File: src/rtl/spw_tx_data_sched_if.sv
// Bus bundle for spw_tx_data_sched: Avalon-MM slave side plus the SpaceWire TX character handshake.
// The master modport is the environment (Nios bus and link TX); the slave modport is the scheduler.
interface spw_tx_data_sched_if;
    logic [1:0]  address;
    logic        chipselect;
    logic        write_n;
    logic [31:0] writedata;
    logic [31:0] readdata;
    logic [8:0]  tx_data;
    logic        tx_write;
    logic        tx_ready;

    modport slave (
        input  address, chipselect, write_n, writedata, tx_ready,
        output readdata, tx_data, tx_write
    );

    modport master (
        output address, chipselect, write_n, writedata, tx_ready,
        input  readdata, tx_data, tx_write
    );
endinterface

File: src/rtl/spw_tx_data_sched.sv
// SpaceWire TX character scheduler: Avalon-MM writes fill a 9-bit FIFO that drains onto the link TX handshake.
// Optional feature macro SPW_TX_FIFO_IRQ_EN adds the irq port and the CTRL irq_en bit.
module spw_tx_data_sched #(
    parameter int FIFO_DEPTH = 16,
    parameter int AW         = 4
) (
    input  logic clk,
    input  logic reset_n,
    spw_tx_data_sched_if.slave bus
`ifdef SPW_TX_FIFO_IRQ_EN
    ,
    output logic irq
`endif
);
    localparam logic [0:0]  ST_IDLE  = 1'b0;
    localparam logic [0:0]  ST_SEND  = 1'b1;
    localparam logic [AW:0] LVL_FULL = (AW+1)'(FIFO_DEPTH);
    localparam logic [AW:0] LVL_ZERO = (AW+1)'(0);
    localparam logic [AW:0] LVL_ONE  = (AW+1)'(1);

    logic [8:0]    mem_r [FIFO_DEPTH];
    logic [AW-1:0] wr_ptr_r;
    logic [AW-1:0] rd_ptr_r;
    logic [AW:0]   level_r;
    logic [0:0]    state_r;
    logic [8:0]    tx_data_r;
    logic          enable_r;
    logic          overflow_r;
    logic          irq_en_s;

    logic          wr_en_s;
    logic          push_req_s;
    logic          push_s;
    logic          pop_s;
    logic          flush_s;
    logic          ctrl_wr_s;
    logic          ovf_clr_s;
    logic          empty_s;
    logic          full_s;
    logic          hs_s;
    logic [31:0]   rdata_s;
    logic          unused_s;

    assign wr_en_s    = bus.chipselect && !bus.write_n;
    assign push_req_s = wr_en_s && (bus.address == 2'd0);
    assign ctrl_wr_s  = wr_en_s && (bus.address == 2'd2);
    assign ovf_clr_s  = wr_en_s && (bus.address == 2'd1) && bus.writedata[2];
    assign flush_s    = ctrl_wr_s && bus.writedata[1];
    assign empty_s    = (level_r == LVL_ZERO);
    assign full_s     = (level_r == LVL_FULL);
    assign hs_s       = (state_r == ST_SEND) && bus.tx_ready;
    // Fullness is judged before any same-cycle pop, and a flush swallows both the pop and the push.
    assign push_s     = push_req_s && !full_s && !flush_s;
    assign pop_s      = enable_r && !empty_s && !flush_s && ((state_r == ST_IDLE) || hs_s);
    assign unused_s   = ^bus.writedata[31:9];

    // FIFO storage; contents are only meaningful between rd_ptr and wr_ptr, so no reset.
    always_ff @(posedge clk) begin
        if (push_s) begin
            mem_r[wr_ptr_r] <= bus.writedata[8:0];
        end
    end

    // FIFO pointers and fill level.
    always_ff @(posedge clk or negedge reset_n) begin
        if (!reset_n) begin
            wr_ptr_r <= '0;
            rd_ptr_r <= '0;
            level_r  <= LVL_ZERO;
        end else if (flush_s) begin
            rd_ptr_r <= wr_ptr_r;
            level_r  <= LVL_ZERO;
        end else begin
            if (push_s) wr_ptr_r <= wr_ptr_r + AW'(1);
            if (pop_s)  rd_ptr_r <= rd_ptr_r + AW'(1);
            case ({push_s, pop_s})
                2'b10:   level_r <= level_r + LVL_ONE;
                2'b01:   level_r <= level_r - LVL_ONE;
                default: level_r <= level_r;
            endcase
        end
    end

    // Character sequencer: tx_data only moves on the IDLE->SEND load or on a handshake.
    always_ff @(posedge clk or negedge reset_n) begin
        if (!reset_n) begin
            state_r   <= ST_IDLE;
            tx_data_r <= 9'h000;
        end else begin
            case (state_r)
                ST_IDLE: begin
                    if (pop_s) begin
                        tx_data_r <= mem_r[rd_ptr_r];
                        state_r   <= ST_SEND;
                    end
                end
                ST_SEND: begin
                    if (pop_s) begin
                        tx_data_r <= mem_r[rd_ptr_r];
                    end else if (hs_s) begin
                        state_r <= ST_IDLE;
                    end
                end
                default: state_r <= ST_IDLE;
            endcase
        end
    end

    // Control and sticky status registers; a new overflow wins over a same-cycle clear.
    always_ff @(posedge clk or negedge reset_n) begin
        if (!reset_n) begin
            enable_r   <= 1'b0;
            overflow_r <= 1'b0;
        end else begin
            if (ctrl_wr_s) enable_r <= bus.writedata[0];
            if (push_req_s && full_s) overflow_r <= 1'b1;
            else if (ovf_clr_s)      overflow_r <= 1'b0;
        end
    end

`ifdef SPW_TX_FIFO_IRQ_EN
    logic irq_en_r;
    logic irq_r;

    // Interrupt enable and registered interrupt request.
    always_ff @(posedge clk or negedge reset_n) begin
        if (!reset_n) begin
            irq_en_r <= 1'b0;
            irq_r    <= 1'b0;
        end else begin
            if (ctrl_wr_s) irq_en_r <= bus.writedata[2];
            irq_r <= irq_en_r && (empty_s || overflow_r);
        end
    end

    assign irq_en_s = irq_en_r;
    assign irq      = irq_r;
`else
    assign irq_en_s = 1'b0;
`endif

    // Zero-wait-state register read mux.
    always_comb begin
        rdata_s = 32'h0000_0000;
        case (bus.address)
            2'd0: rdata_s = {23'h000000, tx_data_r};
            2'd1: begin
                rdata_s[8+AW:8] = level_r;
                rdata_s[3]      = (state_r == ST_SEND);
                rdata_s[2]      = overflow_r;
                rdata_s[1]      = full_s;
                rdata_s[0]      = empty_s;
            end
            2'd2:    rdata_s = {29'h00000000, irq_en_s, 1'b0, enable_r};
            default: rdata_s = 32'h0000_0000;
        endcase
    end

    assign bus.readdata = rdata_s;
    assign bus.tx_data  = tx_data_r;
    assign bus.tx_write = (state_r == ST_SEND);
endmodule

File: src/flat_wrapper.sv
// flat-port wrapper written by rule: the top's interface ports become plain ports
module spw_tx_data_sched_flat 
#(
    parameter int FIFO_DEPTH = 16,
    parameter int AW         = 4
)
  (clk, reset_n, bus_address, bus_chipselect, bus_write_n, bus_writedata, bus_tx_ready, bus_readdata, bus_tx_data, bus_tx_write);
  spw_tx_data_sched_if bus_i ();
  input  logic clk;
  input  logic reset_n;
  input wire logic [$bits(bus_i.address)-1:0] bus_address;
  input wire logic [$bits(bus_i.chipselect)-1:0] bus_chipselect;
  input wire logic [$bits(bus_i.write_n)-1:0] bus_write_n;
  input wire logic [$bits(bus_i.writedata)-1:0] bus_writedata;
  input wire logic [$bits(bus_i.tx_ready)-1:0] bus_tx_ready;
  output wire logic [$bits(bus_i.readdata)-1:0] bus_readdata;
  output wire logic [$bits(bus_i.tx_data)-1:0] bus_tx_data;
  output wire logic [$bits(bus_i.tx_write)-1:0] bus_tx_write;
  assign bus_i.address = bus_address;
  assign bus_i.chipselect = bus_chipselect;
  assign bus_i.write_n = bus_write_n;
  assign bus_i.writedata = bus_writedata;
  assign bus_i.tx_ready = bus_tx_ready;
  assign bus_readdata = bus_i.readdata;
  assign bus_tx_data = bus_i.tx_data;
  assign bus_tx_write = bus_i.tx_write;
  spw_tx_data_sched #(.FIFO_DEPTH(FIFO_DEPTH), .AW(AW)) u_core (.clk(clk), .reset_n(reset_n), .bus(bus_i));
endmodule
File: config.mk
export PLATFORM = sky130hd
export DESIGN_NAME = spw_tx_data_sched_flat
export DESIGN_NICKNAME = d
export VERILOG_FILES = /design/src/rtl/spw_tx_data_sched_if.sv /design/src/rtl/spw_tx_data_sched.sv /design/src/flat_wrapper.sv
export SDC_FILE = /design/constraint.sdc
export NUM_CORES = 1
export LEC_CHECK = 0
export ABC_AREA = 1
export CORE_ASPECT_RATIO = 1.1
export CORE_UTILIZATION = 30
export CTS_CLUSTER_DIAMETER = 40
export DETAILED_ROUTE_END_ITERATION = 6
export GPL_TIMING_DRIVEN = 0
export PLACE_DENSITY = 0.57
export SLEW_MARGIN = 25
export SYNTH_ARGS = -nofsm -noshare
export SYNTH_HDL_FRONTEND = slang
export SYNTH_SLANG_ARGS = --single-unit
File: constraint.sdc
create_clock -name clk -period 2.06 [get_ports clk]
set_input_delay 0.412 -clock clk [delete_from_list [all_inputs] [get_ports clk]]
set_output_delay 0.412 -clock clk [all_outputs]
set_load 0.02 [all_outputs]
# ---- Word level (Yosys, flattened, before mapping)
# Memories as Yosys holds them, arrays and structs flattened. A register that Yosys moved wholly into a read port is not among the register bits.
# Cells that the tools add are included.
dict set report totals {
  out_inout_bits 42
  ramBits 144
  input_bits 39
  n_memories 1
  regBits 16
  word_cells 58
}
# memory depth width read_ports rd_ports_with_merged_regs wr line
set mem_list {}
lappend mem_list {u_core.mem_r 16 9 1 1 1 spw_tx_data_sched.sv:21} ;# logic [8:0] mem_r [FIFO_DEPTH];
dict set report op_classes {
  n_reduce_logical 25
  eq_ne 5
  bitwise 2
  mux 15
  add_sub_neg 4
}
# operator count
set op_table {}
lappend op_table {{case mux 5 bit (2 select lines)} 2}
lappend op_table {{logical AND 1 bit} 13}
lappend op_table {{2-to-1 mux 4 bit} 3}
lappend op_table {{case mux 4 bit (3 select lines)} 1}
lappend op_table {{adder 4 x 1 -> 4 bit, second input constant} 2}
lappend op_table {{2-to-1 mux 1 bit} 7}
lappend op_table {{adder 5 x 1 -> 5 bit, second input constant} 1}
lappend op_table {{equality test 5 bit, second input constant} 1}
lappend op_table {{logical NOT 1 bit} 5}
lappend op_table {{logical NOT 5 bit} 1}
lappend op_table {{2-to-1 mux 5 bit} 1}
lappend op_table {{subtractor 5 x 1 -> 5 bit, second input constant} 1}
lappend op_table {{equality test 2 x 1 -> 1 bit, second input constant} 2}
lappend op_table {{equality test 2 bit, second input constant} 2}
lappend op_table {{nonzero test 2 bit} 2}
lappend op_table {{nonzero test 3 bit} 1}
lappend op_table {{logical NOT 2 bit} 1}
lappend op_table {{NOT 1 bit} 2}
lappend op_table {{case mux 1 bit (2 select lines)} 1}
lappend op_table {{AND reduction 2 bit} 1}
lappend op_table {{logical OR 1 bit} 1}

# ---- Longest topological paths before layout
dict set report depth {
  depth_word 10
  mapped_depth 18
  depth_no_buf 17
}

# ---- Worst setup path after synthesis
# OpenSTA, ideal clock, no wires.
dict set report synth_path {
  path_kind {input-to-reg}
  from {in bus_write_n}
  to {reg u_core.level_r[4]}
  setup_slack_ns -0.231
  path_stages 17
  required_ns 1.939
  setup_time_ns 0.121
  n_path_buf 1
  arrival_time_ns 2.170
  cell_sequence {inv_1 -> nand2_1 -> nor2_4 -> nand2_4 -> inv_4 -> nor3_4 -> ha_1 -> buf_2 -> nand2_1 -> inv_1 -> nor2_1 -> ha_1 -> a21o_1 -> nand3_1 -> nand3_1 -> nand3_1 -> o21ai_1}
}
dict set report synth_between {
  elab_chain_cells 10
  elab_cells_between_ends 15
  cone_classes {2 x eq/ne; 2 x mux; 11 x reduce/logical}
}
# element line
set synth_lines {}
lappend synth_lines {{start: declaration} flat_wrapper.sv:13} ;# input wire logic [$bits(bus_i.write_n)-1:0] bus_write_n;
lappend synth_lines {{logical NOT 1 bit (*)} spw_tx_data_sched.sv:44} ;# assign wr_en_s = bus.chipselect && !bus.write_n;
lappend synth_lines {{logical AND 1 bit (*)} spw_tx_data_sched.sv:44}
lappend synth_lines {{logical AND 1 bit (*)} spw_tx_data_sched.sv:46} ;# assign ctrl_wr_s = wr_en_s && (bus.address == 2'd2);
lappend synth_lines {{logical AND 1 bit (*)} spw_tx_data_sched.sv:48} ;# assign flush_s = ctrl_wr_s && bus.writedata[1];
lappend synth_lines {{logical NOT 1 bit (*)} spw_tx_data_sched.sv:54} ;# assign pop_s = enable_r && !empty_s && !flush_s && ((state_r == ST_IDLE) || hs_s);
lappend synth_lines {{logical AND 1 bit (*) (2 in series)} spw_tx_data_sched.sv:54}
lappend synth_lines {{via u_core.pop_s} spw_tx_data_sched.sv:34} ;# logic pop_s;
lappend synth_lines {{equality test 2 x 1 -> 1 bit / equality test 2 bit (equally long branches)} spw_tx_data_sched.sv:76} ;# case ({push_s, pop_s})
lappend synth_lines {{case mux 5 bit (2 select lines)} spw_tx_data_sched.sv:76}
lappend synth_lines {{2-to-1 mux 5 bit} spw_tx_data_sched.sv:70} ;# end else if (flush_s) begin
lappend synth_lines {{end signal: assignment} spw_tx_data_sched.sv:77} ;# 2'b10: level_r <= level_r + LVL_ONE;
lappend synth_lines {{end signal: assignment} spw_tx_data_sched.sv:78} ;# 2'b01: level_r <= level_r - LVL_ONE;
lappend synth_lines {{end signal: assignment} spw_tx_data_sched.sv:79} ;# default: level_r <= level_r;
lappend synth_lines {{end: declaration} spw_tx_data_sched.sv:24} ;# logic [AW:0] level_r;
# The timed path passes the listed nets; every way through them passes the cells marked *.
# A chain may end at the register's enable or synchronous reset.

# ---- Worst setup path after layout
dict set report layout_path {
  from {in bus_chipselect}
  to {reg u_core.level_r[4]}
}
dict set report layout_between {
  elab_chain_cells 9
  elab_cells_between_ends 14
  cone_classes {2 x eq/ne; 2 x mux; 10 x reduce/logical}
}
# element line
set layout_lines {}
lappend layout_lines {{start: declaration} flat_wrapper.sv:12} ;# input wire logic [$bits(bus_i.chipselect)-1:0] bus_chipselect;
lappend layout_lines {{logical AND 1 bit (*)} spw_tx_data_sched.sv:44}
lappend layout_lines {{logical AND 1 bit (*)} spw_tx_data_sched.sv:46}
lappend layout_lines {{logical AND 1 bit (*)} spw_tx_data_sched.sv:48}
lappend layout_lines {{logical NOT 1 bit (*)} spw_tx_data_sched.sv:54}
lappend layout_lines {{logical AND 1 bit (*) (2 in series)} spw_tx_data_sched.sv:54}
lappend layout_lines {{via u_core.pop_s} spw_tx_data_sched.sv:34}
lappend layout_lines {{equality test 2 x 1 -> 1 bit / equality test 2 bit (equally long branches)} spw_tx_data_sched.sv:76}
lappend layout_lines {{case mux 5 bit (2 select lines)} spw_tx_data_sched.sv:76}
lappend layout_lines {{2-to-1 mux 5 bit} spw_tx_data_sched.sv:70}
# Marked as above.

==> reports/metrics.json <==
{
  "outcome": {"value": "finished with violations"},
  "failed_checks": {"value": "negative setup slack"},
  "placement_rows": {"value": 61},
  "grt_max_degree": {"value": 26},
  "gpl.final_weighted_congestion": {"value": 0.892},
  "detail_route.first_pass.iterations": {"value": 4},
  "power.internal": {"value": 7.32, "unit": "mW"},
  "min_period_over_period": {"value": 101, "unit": "%"},
  "synth_async_sr_flop_share": {"value": 14.8, "unit": "%"},
  "post_synthesis_average_cell_area": {"value": 9.67, "unit": "um^2"},
  "cts_made_buffers": {"value": 17},
  "clk-insertion-delay-late": {"value": 440, "unit": "ps"},
  "layout_cells_sized_above_1": {"value": 15.7, "unit": "%"},
  "multiInputGateArea": {"value": 2300, "unit": "um^2"},
  "cap_violations": {"value": 0},
  "data_arrival_at_the_endpoint_of_the_critical_path": {"value": 2410, "unit": "ps"},
  "wire_length_of_the_first_global_routing_pass": {"value": 30.7, "unit": "mm"},
  "critical_path.startpoint_type": {"value": "input pin"},
  "drt-wirelength-per-cell": {"value": 16.5, "unit": "um"},
  "initial_utilization": {"value": 30.9, "unit": "%"},
  "dieWidth": {"value": 156, "unit": "um"},
  "dr.first_iter.drc_count": {"value": 437},
  "synth_cell_type_count": {"value": 32},
  "worst-endpoint-required": {"value": 2390, "unit": "ps"},
  "critical_path.endpoint_type": {"value": "flop"},
  "holdCritStartpoint": {"value": "bus_write_n"},
  "min_delay_path_depth": {"value": 6},
  "grt.overflow.total": {"value": 0},
  "ys.warnings.count": {"value": 0},
  "place.port_buffers": {"value": 38},
  "commonest_non_fill_non_tap_cell_in_the_layout": {"value": "nand2_1"},
  "final_max_slew_viol_count": {"value": 0},
  "worst_r2r_path_depth": {"value": 15},
  "most_instantiated_flip_flop_cell_in_the_synthesis_netlist": {"value": "edfxtp_1"},
  "synth-seq-area-share": {"value": 62.9, "unit": "%"},
  "finalNetCount": {"value": 947},
  "reg2reg_slack": {"value": 0, "unit": "ps"},
  "worst_slack": {"value": -24.8, "unit": "ps"},
  "tritoncts_clock_tree": {"value": "yes"},
  "critical_path.cell_chain": {"value": "clkdlybuf4s50_1, nand2_4, nor2_4, nand2_4, inv_4, nor3_4, ha_4, nand2_2, inv_2, nor2_2, ha_2, a21o_1, nand3_1, nand2_1, nand2_1, nand3_1, o21ai_1"},
  "clk_path_buf_depth": {"value": 2},
  "post_synth_inst_count": {"value": 813},
  "die_area": {"value": 26900, "unit": "um^2"},
  "syn_to_final_growth": {"value": 22.0, "unit": "%"},
  "pwr-share-seq": {"value": 34.9, "unit": "%"},
  "root_buffer": {"value": "clkbuf_16"},
  "synthesis.area": {"value": 7870, "unit": "um^2"},
  "final.setup_skew": {"value": 12.9, "unit": "ps"},
  "cp_max_fo": {"value": 6},
  "ff_latch_area": {"value": 4950, "unit": "um^2"},
  "grt_use_total": {"value": 16.1, "unit": "%"},
  "power.static_leakage": {"value": 4.25, "unit": "nW"},
  "pin_count": {"value": 81},
  "total_length_of_routed_wires": {"value": 20.7, "unit": "mm"},
  "first_global_vias": {"value": 5167},
  "p_clk_share": {"value": 26.7, "unit": "%"},
  "share_comb_of_total_power": {"value": 38.4, "unit": "%"},
  "routed-via-count": {"value": 5590},
  "ys_ff_latch": {"value": 169},
  "placement_stage_worst_setup_slack": {"value": -1220, "unit": "ps"},
  "switching_fraction_of_total_power": {"value": 39.6, "unit": "%"},
  "post_detail_place_hpwl": {"value": 14.3, "unit": "mm"},
  "detail_route.drc_violations": {"value": 0},
  "fmax": {"value": 480, "unit": "MHz"},
  "edff_count_synth": {"value": 144},
  "core_footprint": {"value": 25500, "unit": "um^2"},
  "post_layout_power": {"value": 12.1, "unit": "mW"},
  "crit_type": {"value": "in -> reg"},
  "timing.slew.headroom": {"value": 39.7, "unit": "%"},
  "r2r_start": {"value": "u_core.level_r[2]$_DFFE_PN0P_"},
  "antenna-diode-count": {"value": 0},
  "tightest_slew": {"value": 902, "unit": "ps"},
  "critical-path-top-delay-family": {"value": "simple AND/OR/NAND/NOR gates"},
  "die-height": {"value": 172, "unit": "um"},
  "delay_contributed_by_the_slowest_stage_of_the_critical_path": {"value": 500, "unit": "ps"},
  "pd_cells": {"value": 1260, "unit": "nW/um^2"},
  "cts_htree_levels": {"value": 4},
  "cts.sink_count": {"value": 169},
  "layout.cells.most_common_list": {"value": "240 x nand2_1, 144 x edfxtp_1, 124 x inv_1"},
  "final.fill_count": {"value": 2562},
  "finalSetupViolCount": {"value": 2},
  "via_per_inst": {"value": 4.44},
  "critPathSlowestCell": {"value": "clkdlybuf4s50_1"},
  "holdCritPathClass": {"value": "in -> reg"},
  "critical_path_buf_inv_count": {"value": 3},
  "final_core_utilization": {"value": 37.6, "unit": "%"},
  "netSwitchingPower": {"value": 4.79, "unit": "mW"},
  "grt_setup_unrepaired": {"value": "true"},
  "hold_end": {"value": "u_core.enable_r$_DFFE_PN0N_"},
  "regToRegEndpoint": {"value": "u_core.level_r[4]$_DFFE_PN0P_"},
  "report.final.hold_viol_count": {"value": 0},
  "antenna_found_initial": {"value": 0},
  "drtAntennaViolNets": {"value": 0},
  "cts.reportedPaths.clkPinSlew": {"value": 70, "unit": "ps"},
  "vdd_drop_max": {"value": 0.000705, "unit": "V"},
  "layout_min_cycle_time": {"value": 2080, "unit": "ps"}
}
[power groups by stage]
stage	sequential [mW]	clock (mW)	combinational [mW]
2_1_floorplan	4.34	0	2.77
3_3_place_gp	4.29	0	4.43
3_5_place_dp	4.29	0	4.47
4_1_cts	4.23	3.28	4.58
5_1_grt	4.26	3.43	5.06
6_report	4.23	3.23	4.65
[cell usage after synthesis (4+ instances only)]
cell type,count,area share [%]
buf_2,17,1.1
buf_4,26,2.5
clkbuf_1,4,0.19
dfrtp_1,25,8.0
edfxtp_1,144,55
ha_1,8,1.3
inv_1,129,6.2
inv_2,7,0.33
nand2_1,246,12
nand2_2,4,0.32
nand3_1,121,7.7
nor2_1,33,1.6
o21ai_0,10,0.64
o21ai_1,13,0.83
xor2_1,6,0.67
[cells by family after synthesis]
kind of cell / count (synthesis) / synth area share (%)
DFF: 169 / 62.9
adders and majority gates: 8 / 1.27
AOI/OAI and AO/OA: 29 / 2.07
buffers and inverters: 187 / 10.7
xor gates and xnor gates: 7 / 0.780
and+or+nand+nor: 412 / 22.2
other: 1 / 0.0477
[state kept, by name, summed over array words and instances (netlist names)]
signal / flops
u_core.bus.tx_data: 9
u_core.bus.tx_write: 1
u_core.enable_r: 1
u_core.level_r: 5
u_core.mem_r: 144
u_core.overflow_r: 1
u_core.rd_ptr_r: 4
u_core.wr_ptr_r: 4
[final cells by class]
class	instances	share of cell area [%]
sequential	169	51.6
multi-input combinational	475	24.0
inverter	138	5.45
timing repair buffer	51	4.99
tap	346	4.51
clock buffer	18	4.47
buffer	48	3.26
clock inverter	14	1.70
[what timing repair did]
item / in CTS / in global routing
gates cloned: 0 / 0
setup endpoints to repair: 160 / 80
hold endpoints to repair: 25 / 0
pin swaps: 7 / 4
buffers inserted: 10 / 1
gates resized for setup: 50 / 17
hold buffers: 1 / 0
[through the flow]
stage	hold WS (ps)	std cells	TNS (ps)	area, um^2
floorplan	116	831	-134	7970
global placement	496	1215	-129680	8780
detailed placement	452	1216	-123810	8790
CTS	524	1258	-376	9510
global route	422	1259	-416	9600
finish	401	1259	-46.5	9600
[worst min-delay path: cells and delay by family]
family	cells	cell delay (ps)
and+or+nand+nor	3	170
buffers and inverters	2	150
AOI/OAI and AO/OA	1	60
[metal layers]
metal | global-route usage (%) | routed length (um) | share of wire (%)
met5 | 0 | 0 | 0
met4 | 5.54 | 323 | 1.6
met3 | 3.55 | 1210 | 5.8
met2 | 26.9 | 10000 | 48
met1 | 20.6 | 9180 | 44
[how the worst max path moves through the flow]
stage,from,end,slack [ps],depth (start not counted)
finish,bus_chipselect,u_core.level_r[4]$_DFFE_PN0P_,-20,17
global route,u_core.level_r[2]$_DFFE_PN0P_,u_core.level_r[4]$_DFFE_PN0P_,-190,15
CTS,bus_chipselect,u_core.mem_r[11][7]$_DFFE_PP_,-30,7
detailed placement,bus_writedata[1],u_core.level_r[4]$_DFFE_PN0P_,-1220,15
global placement,bus_address[1],u_core.mem_r[15][7]$_DFFE_PP_,-1260,8
floorplan,u_core.level_r[4]$_DFFE_PN0P_,u_core.level_r[4]$_DFFE_PN0P_,-90,15
Power figures use the tool's default switching activity.
